$ cat config.mk
export PLATFORM = sky130hd
export DESIGN_NAME = id_ex_stage
export DESIGN_NICKNAME = d
export VERILOG_FILES = /design/src/rtl/pipe_pkg.sv /design/src/rtl/hazard_detect.sv /design/src/rtl/id_ex_stage.sv
export SDC_FILE = /design/constraint.sdc
export NUM_CORES = 1
export LEC_CHECK = 0
export ABC_AREA = 1
export CORE_MARGIN = 10
export CORE_UTILIZATION = 29
export CTS_CLUSTER_DIAMETER = 150
export DETAILED_ROUTE_END_ITERATION = 12
export DONT_BUFFER_PORTS = 1
export GPL_TIMING_DRIVEN = 0
export PLACE_DENSITY = 0.46
export SETUP_SLACK_MARGIN = 0.02
export SLEW_MARGIN = 25
export SYNTH_ARGS = -nofsm -noshare
export SYNTH_HDL_FRONTEND = slang
export SYNTH_SLANG_ARGS = --single-unit
$ cat constraint.sdc
create_clock -name clk -period 2.5 [get_ports clk]
set_clock_uncertainty 0.1 [all_clocks]
set_input_delay 0.5 -clock clk [delete_from_list [all_inputs] [get_ports clk]]
set_output_delay 0.5 -clock clk [all_outputs]
set_load 0.005 [all_outputs]
$ cat src/rtl/pipe_pkg.sv
// ---------------------------------------------------------------------------
// pipe_pkg
//   Types and constants shared by the RV32I pipeline stages.
//   ctrl_t      : packed decode control bundle carried from Decode to Execute
//   CTRL_BUBBLE : control bundle of an inserted no-op (also the reset value)
//   bubbleOf()  : clears the architecturally visible fields of a bundle and
//                 keeps the don't-care fields, as the ID/EX register does
// ---------------------------------------------------------------------------
package pipe_pkg;

    localparam logic [1:0] RESULT_SRC_MEM = 2'b01;
    localparam logic [2:0] BRANCH_NONE    = 3'h2;

    typedef struct packed {
        logic       regWrite;
        logic       memWrite;
        logic       jump;
        logic       branch;
        logic       aluSrc;
        logic       jalr;
        logic [1:0] resultSrc;
        logic [1:0] storeType;
        logic [2:0] loadType;
        logic [2:0] branchType;
        logic [3:0] aluControl;
    } ctrl_t;

    localparam ctrl_t CTRL_BUBBLE = '{
        regWrite   : 1'b0,
        memWrite   : 1'b0,
        jump       : 1'b0,
        branch     : 1'b0,
        aluSrc     : 1'b0,
        jalr       : 1'b0,
        resultSrc  : 2'b00,
        storeType  : 2'b00,
        loadType   : 3'h0,
        branchType : BRANCH_NONE,
        aluControl : 4'h0
    };

    // Turn a decoded bundle into a bubble: every field that can cause a side
    // effect or a forwarding match is forced, the rest pass through so the
    // bubble path needs no extra muxing on them.
    function automatic ctrl_t bubbleOf(input ctrl_t d);
        ctrl_t b;
        b            = d;
        b.regWrite   = 1'b0;
        b.memWrite   = 1'b0;
        b.jump       = 1'b0;
        b.branch     = 1'b0;
        b.jalr       = 1'b0;
        b.resultSrc  = 2'b00;
        b.branchType = BRANCH_NONE;
        return b;
    endfunction

endpackage

$ cat src/rtl/hazard_detect.sv
// ---------------------------------------------------------------------------
// hazard_detect
//   Combinational load-use hazard detector.
//   Ports:
//     RdE, ResultSrcE, ValidE : instruction currently in Execute
//     Rs1D, Rs2D              : source registers of the instruction in Decode
//     lwStall                 : Decode must wait one cycle for the load data
//   Both source indices are compared even if the instruction has no rs2; the
//   occasional false stall is cheaper than decoding operand usage here.
// ---------------------------------------------------------------------------
module hazard_detect
    import pipe_pkg::*;
(
    input  logic [4:0] RdE,
    input  logic [1:0] ResultSrcE,
    input  logic       ValidE,
    input  logic [4:0] Rs1D,
    input  logic [4:0] Rs2D,
    output logic       lwStall
);

    // A load in Execute whose destination is read in Decode; x0 never
    // carries a dependency and an invalid (flushed) slot never stalls.
    always_comb begin
        lwStall = ValidE
                & (ResultSrcE == RESULT_SRC_MEM)
                & (RdE != 5'd0)
                & ((RdE == Rs1D) | (RdE == Rs2D));
    end

endmodule

$ cat src/rtl/id_ex_stage.sv
// ---------------------------------------------------------------------------
// id_ex_stage
//   Decode-to-Execute pipeline register with load-use stall and branch flush.
//   Ports:
//     clk, rst_n               : clock, asynchronous active-low reset
//     *D inputs                : decode control bundle, operands, PCs, indices
//     PCSrcE                   : taken branch/jump resolved in Execute
//     HoldE                    : data-memory wait, freezes front end and stage
//     *E outputs               : registered copies of the *D inputs
//     ValidE                   : Execute slot holds a real instruction
//     StallF, StallD, FlushD   : combinational front-end control
//   Optional feature (macro HAZARD_STATS_EN):
//     StallCnt, FlushCnt       : 32-bit wrapping counters of load-use bubbles
//                                and branch flushes
// ---------------------------------------------------------------------------
module id_ex_stage
    import pipe_pkg::*;
#(
    parameter int XLEN = 32
) (
    input  logic            clk,
    input  logic            rst_n,
    input  logic            RegWriteD,
    input  logic            MemWriteD,
    input  logic            JumpD,
    input  logic            BranchD,
    input  logic            AluSrcD,
    input  logic            JalrD,
    input  logic [1:0]      ResultSrcD,
    input  logic [1:0]      StoreTypeD,
    input  logic [2:0]      LoadTypeD,
    input  logic [2:0]      BranchTypeD,
    input  logic [3:0]      ALUControlD,
    input  logic [XLEN-1:0] RD1D,
    input  logic [XLEN-1:0] RD2D,
    input  logic [XLEN-1:0] ImmExtD,
    input  logic [XLEN-1:0] PCD,
    input  logic [XLEN-1:0] PCPlus4D,
    input  logic [4:0]      Rs1D,
    input  logic [4:0]      Rs2D,
    input  logic [4:0]      RdD,
    input  logic            PCSrcE,
    input  logic            HoldE,
    output logic            RegWriteE,
    output logic            MemWriteE,
    output logic            JumpE,
    output logic            BranchE,
    output logic            AluSrcE,
    output logic            JalrE,
    output logic [1:0]      ResultSrcE,
    output logic [1:0]      StoreTypeE,
    output logic [2:0]      LoadTypeE,
    output logic [2:0]      BranchTypeE,
    output logic [3:0]      ALUControlE,
    output logic [XLEN-1:0] RD1E,
    output logic [XLEN-1:0] RD2E,
    output logic [XLEN-1:0] ImmExtE,
    output logic [XLEN-1:0] PCE,
    output logic [XLEN-1:0] PCPlus4E,
    output logic [4:0]      Rs1E,
    output logic [4:0]      Rs2E,
    output logic [4:0]      RdE,
    output logic            ValidE,
    output logic            StallF,
    output logic            StallD,
    output logic            FlushD
`ifdef HAZARD_STATS_EN
    ,
    output logic [31:0]     StallCnt,
    output logic [31:0]     FlushCnt
`endif
);

    ctrl_t ctrlD;
    ctrl_t ctrlE;
    logic  lwStall;
    logic  loadBubble;

    // Gather the loose decode control inputs into one bundle.
    always_comb begin
        ctrlD            = CTRL_BUBBLE;
        ctrlD.regWrite   = RegWriteD;
        ctrlD.memWrite   = MemWriteD;
        ctrlD.jump       = JumpD;
        ctrlD.branch     = BranchD;
        ctrlD.aluSrc     = AluSrcD;
        ctrlD.jalr       = JalrD;
        ctrlD.resultSrc  = ResultSrcD;
        ctrlD.storeType  = StoreTypeD;
        ctrlD.loadType   = LoadTypeD;
        ctrlD.branchType = BranchTypeD;
        ctrlD.aluControl = ALUControlD;
    end

    hazard_detect u_hazard_detect (
        .RdE        (RdE),
        .ResultSrcE (ResultSrcE),
        .ValidE     (ValidE),
        .Rs1D       (Rs1D),
        .Rs2D       (Rs2D),
        .lwStall    (lwStall)
    );

    // Front-end control. A flush during a memory hold is deferred: the
    // branch stays in Execute and reasserts PCSrcE once the hold drops.
    always_comb begin
        loadBubble = PCSrcE | lwStall;
        StallF     = lwStall | HoldE;
        StallD     = lwStall | HoldE;
        FlushD     = PCSrcE & ~HoldE;
    end

    // ID/EX register. Hold freezes everything; otherwise a bubble replaces
    // the decode instruction on a flush or load-use stall. RdE is cleared in
    // a bubble so forwarding can never match it.
    always_ff @(posedge clk or negedge rst_n) begin
        if (!rst_n) begin
            ctrlE    <= CTRL_BUBBLE;
            RdE      <= '0;
            ValidE   <= 1'b0;
            RD1E     <= '0;
            RD2E     <= '0;
            ImmExtE  <= '0;
            PCE      <= '0;
            PCPlus4E <= '0;
            Rs1E     <= '0;
            Rs2E     <= '0;
        end else if (!HoldE) begin
            if (loadBubble) begin
                ctrlE  <= bubbleOf(ctrlD);
                RdE    <= '0;
                ValidE <= 1'b0;
            end else begin
                ctrlE  <= ctrlD;
                RdE    <= RdD;
                ValidE <= 1'b1;
            end
            RD1E     <= RD1D;
            RD2E     <= RD2D;
            ImmExtE  <= ImmExtD;
            PCE      <= PCD;
            PCPlus4E <= PCPlus4D;
            Rs1E     <= Rs1D;
            Rs2E     <= Rs2D;
        end
    end

    // Unpack the registered bundle onto the individual Execute outputs.
    always_comb begin
        RegWriteE   = ctrlE.regWrite;
        MemWriteE   = ctrlE.memWrite;
        JumpE       = ctrlE.jump;
        BranchE     = ctrlE.branch;
        AluSrcE     = ctrlE.aluSrc;
        JalrE       = ctrlE.jalr;
        ResultSrcE  = ctrlE.resultSrc;
        StoreTypeE  = ctrlE.storeType;
        LoadTypeE   = ctrlE.loadType;
        BranchTypeE = ctrlE.branchType;
        ALUControlE = ctrlE.aluControl;
    end

`ifdef HAZARD_STATS_EN
    // Hazard statistics. A stall coinciding with a flush is counted only as
    // a flush, since the stalled instruction is discarded.
    always_ff @(posedge clk or negedge rst_n) begin
        if (!rst_n) begin
            StallCnt <= 32'd0;
            FlushCnt <= 32'd0;
        end else begin
            if (lwStall & ~HoldE & ~PCSrcE) begin
                StallCnt <= StallCnt + 32'd1;
            end
            if (PCSrcE & ~HoldE) begin
                FlushCnt <= FlushCnt + 32'd1;
            end
        end
    end
`endif

endmodule

==> impl_metrics.toml <==
[job]
maxCapViolations = 0

[critical_path]
crit_fanout = 10
start_kind = "flop"
arrival_ps = 1790
critPathKind = "flop to output pin"
worst_setup_path_end_kind = "output pin"
worstPathRequired_ps = 1900

[clock_network]
numCtsBuffers = 17
cts.sinks = 196
clkLatencyLatePin_ps = 420
htree_levels = 4
cts_tree = "yes"
clkTransAtPathRegs_ps = 80
cts.path.max_buffers = 2
root_buffer = "clkbuf_16"

[timing]
rsz0062_at_grt = "no"
setup_violations = 0
final_max_slew_viol_count = 0
relSlewSlack = 0.652
holdWs_ps = -341
setup_tns_ps = 0
worstMarginPinSlew_ps = 522
layout_worst_path_cycle_share = 0.955
fmax_ghz = 0.419
hold_violations = 196
fin_crit_ps = 2390
setup_ws_ps = 114

[placement]
preCtsSetupSlack_ps = 116
io_buffer_count = 0
dp.cells = 1209
routabilityCongestion = 0.779
hpwl_um = 19800

[floorplanning]
num_rows = 59
die_h_um = 182
io_pins = 398
core_area_um2 = 25800
dieArea_um2 = 33000
fp.dieW_um = 182
start_util = 0.293

[cells_and_area]
fill_cells = 2749
multi_input_area_um2 = 2390
layout_commonest_cell = "nand2_1"
area_delta_synth_final_pct = 13.9
nets = 1095
fin_cells = 1245
final_cell_mix = "568 x nand2_1, 190 x dfrtp_1, 24 x buf_2"
seq_area_um2 = 4910
drive_gt1_frac = 0.0880

[routing]
wl_per_cell_um = 20.8
ant_nets = 0
routed_via_density = 4.52
dr.pass1.iters = 4
drc = 0
drtIter0Drc = 418
routed-via-count = 5626
routed_wl_um = 25900

[pwr]
vdd_drop_max_v = 0.000368
powerDensity_nw_per_um2 = 812
fin_total_pwr_w = 0.00700
p_leak_nw = 4.65

[synth]
synth_area_um2 = 7570
synth-seq-cells = 196
synthCells = 874
synth_cell_types = 21
syn_area_per_cell_um2 = 8.66
synth_warnings = 0
synth_fp_nets = 1073
seq_area_frac_synth = 0.648

[min_path]
hp-class = "primary input to asynchronous set/reset pin"

[global_routing]
grt_first_pass_wirelength_um = 39100
grt_max_degree = 197
grt_pass1_vias = 5842
antenna_found_initial = 1
grt_overflow_total = 0
grt_usage = 0.153

[run_status]
violations = "hold timing"
status = "finished, violations left"
-- power by group --
group / leakage [nW] / switching, W / internal, W / total (W)
registers: 2.39 / 0.000294 / 0.00345 / 0.00374
clock network: 0.288 / 0.00137 / 0.00143 / 0.00280
logic: 1.97 / 0.000290 / 0.000165 / 0.000456
-- logic make-up (layout without fill, tap and decap cells) --
kind of cell              Yosys count  in the layout  share of synthesized area
AOI/OAI and AO/OA                  13             13                    0.00860
and+or+nand+nor                   600            600                      0.304
xor gates and xnor gates            2              2                    0.00231
buffers and inverters              63             98                     0.0372
DFF                               196            196                      0.648
other                               0              1                          0
-- stage by stage --
stage / utilization / hold slack, ps / cell area (um2)
global route: 0.334 / -378 / 8620
detailed placement: 0.309 / 110 / 7990
finish: 0.334 / -341 / 8620
global placement: 0.309 / 110 / 7990
floorplan: - / 104 / 7570
CTS: 0.332 / -362 / 8590
-- path summary, 6_finish.rpt --
kind | startpoint | endpoint | slack (ps) | cells after the start
setup / recovery | RdE[2] | StallF | 110 | 10
hold / removal | rst_n | RD1E[10] | -340 | 0
setup reg to reg | RdE[2] | RdE[4] | 940 | 10
hold reg to reg | PCPlus4E[1] | PCPlus4E[1] | 410 | 2
max in group asynchronous | rst_n | ImmExtE[27] | 2300 | 0
min in group clk | PCPlus4D[26] | PCPlus4E[26] | 70 | 2
-- layout make-up --
class,count,share of cell area
Clock inverter,14,0.0193
Inverter,19,0.00827
Multi-Input combinational cell,615,0.277
Buffer,44,0.0248
Tap cell,335,0.0486
Antenna cell,1,0.000290
Timing Repair Buffer,3,0.00261
Clock buffer,18,0.0498
Sequential cell,196,0.570
-- routing by layer --
layer  track usage  up-vias  share of wire  wire length, um
met5             0        -              0                0
met4        0.0517        0          0.016              408
met3        0.0616       19          0.098             2530
met2         0.250      242           0.49            12800
met1         0.179     2684           0.39            10100
li1              -     2681              -                -
-- synth_stat cells --
| master | count | area (um2) |
|---|---|---|
| or2_2 | 1 | 6.26 |
| inv_1 | 14 | 52.6 |
| buf_6 | 1 | 11.3 |
| xnor2_1 | 2 | 17.5 |
| dfrtp_1 | 195 | 4880 |
| nand2_4 | 1 | 11.3 |
| nand3_2 | 1 | 10.0 |
| buf_1 | 2 | 7.51 |
| buf_4 | 2 | 15.0 |
| nand2_1 | 569 | 2140 |
| dfstp_2 | 1 | 26.3 |
| o21ai_0 | 12 | 60.1 |
| nor2_1 | 8 | 30.0 |
| inv_2 | 5 | 18.8 |
| nand4_1 | 2 | 12.5 |
| clkbuf_1 | 15 | 56.3 |
| nand3_1 | 16 | 80.1 |
| buf_2 | 24 | 120 |
| nand2_2 | 1 | 6.26 |
| nor2_2 | 1 | 6.26 |
| o21ai_1 | 1 | 5.00 |
-- critical path: stages, from the launching register on --
cell and delay, ps:
dfrtp_2 460, inv_2 60, nand2_1 60, nand2_1 50, nor2_2 140, nand3_1 100
nand2_2 90, nand2_4 70, buf_8 140, nand2_2 70, buf_4 120
-- sequential cells by signal, summed over array words and instances (netlist names), 5 cells and up --
name,flops
ImmExtE,32
Rs1E,5
PCPlus4E,32
Rs2E,5
RD2E,32
RdE,5
PCE,32
RD1E,32
-- what timing repair did --
item	in CTS	in global routing
gates resized for setup	4	5
pin swaps	0	2
endpoints found under the setup margin	1	1
buffers inserted	0	3
endpoints found under the hold margin	196	196
No activity file was read; power rests on OpenSTA's default activity.
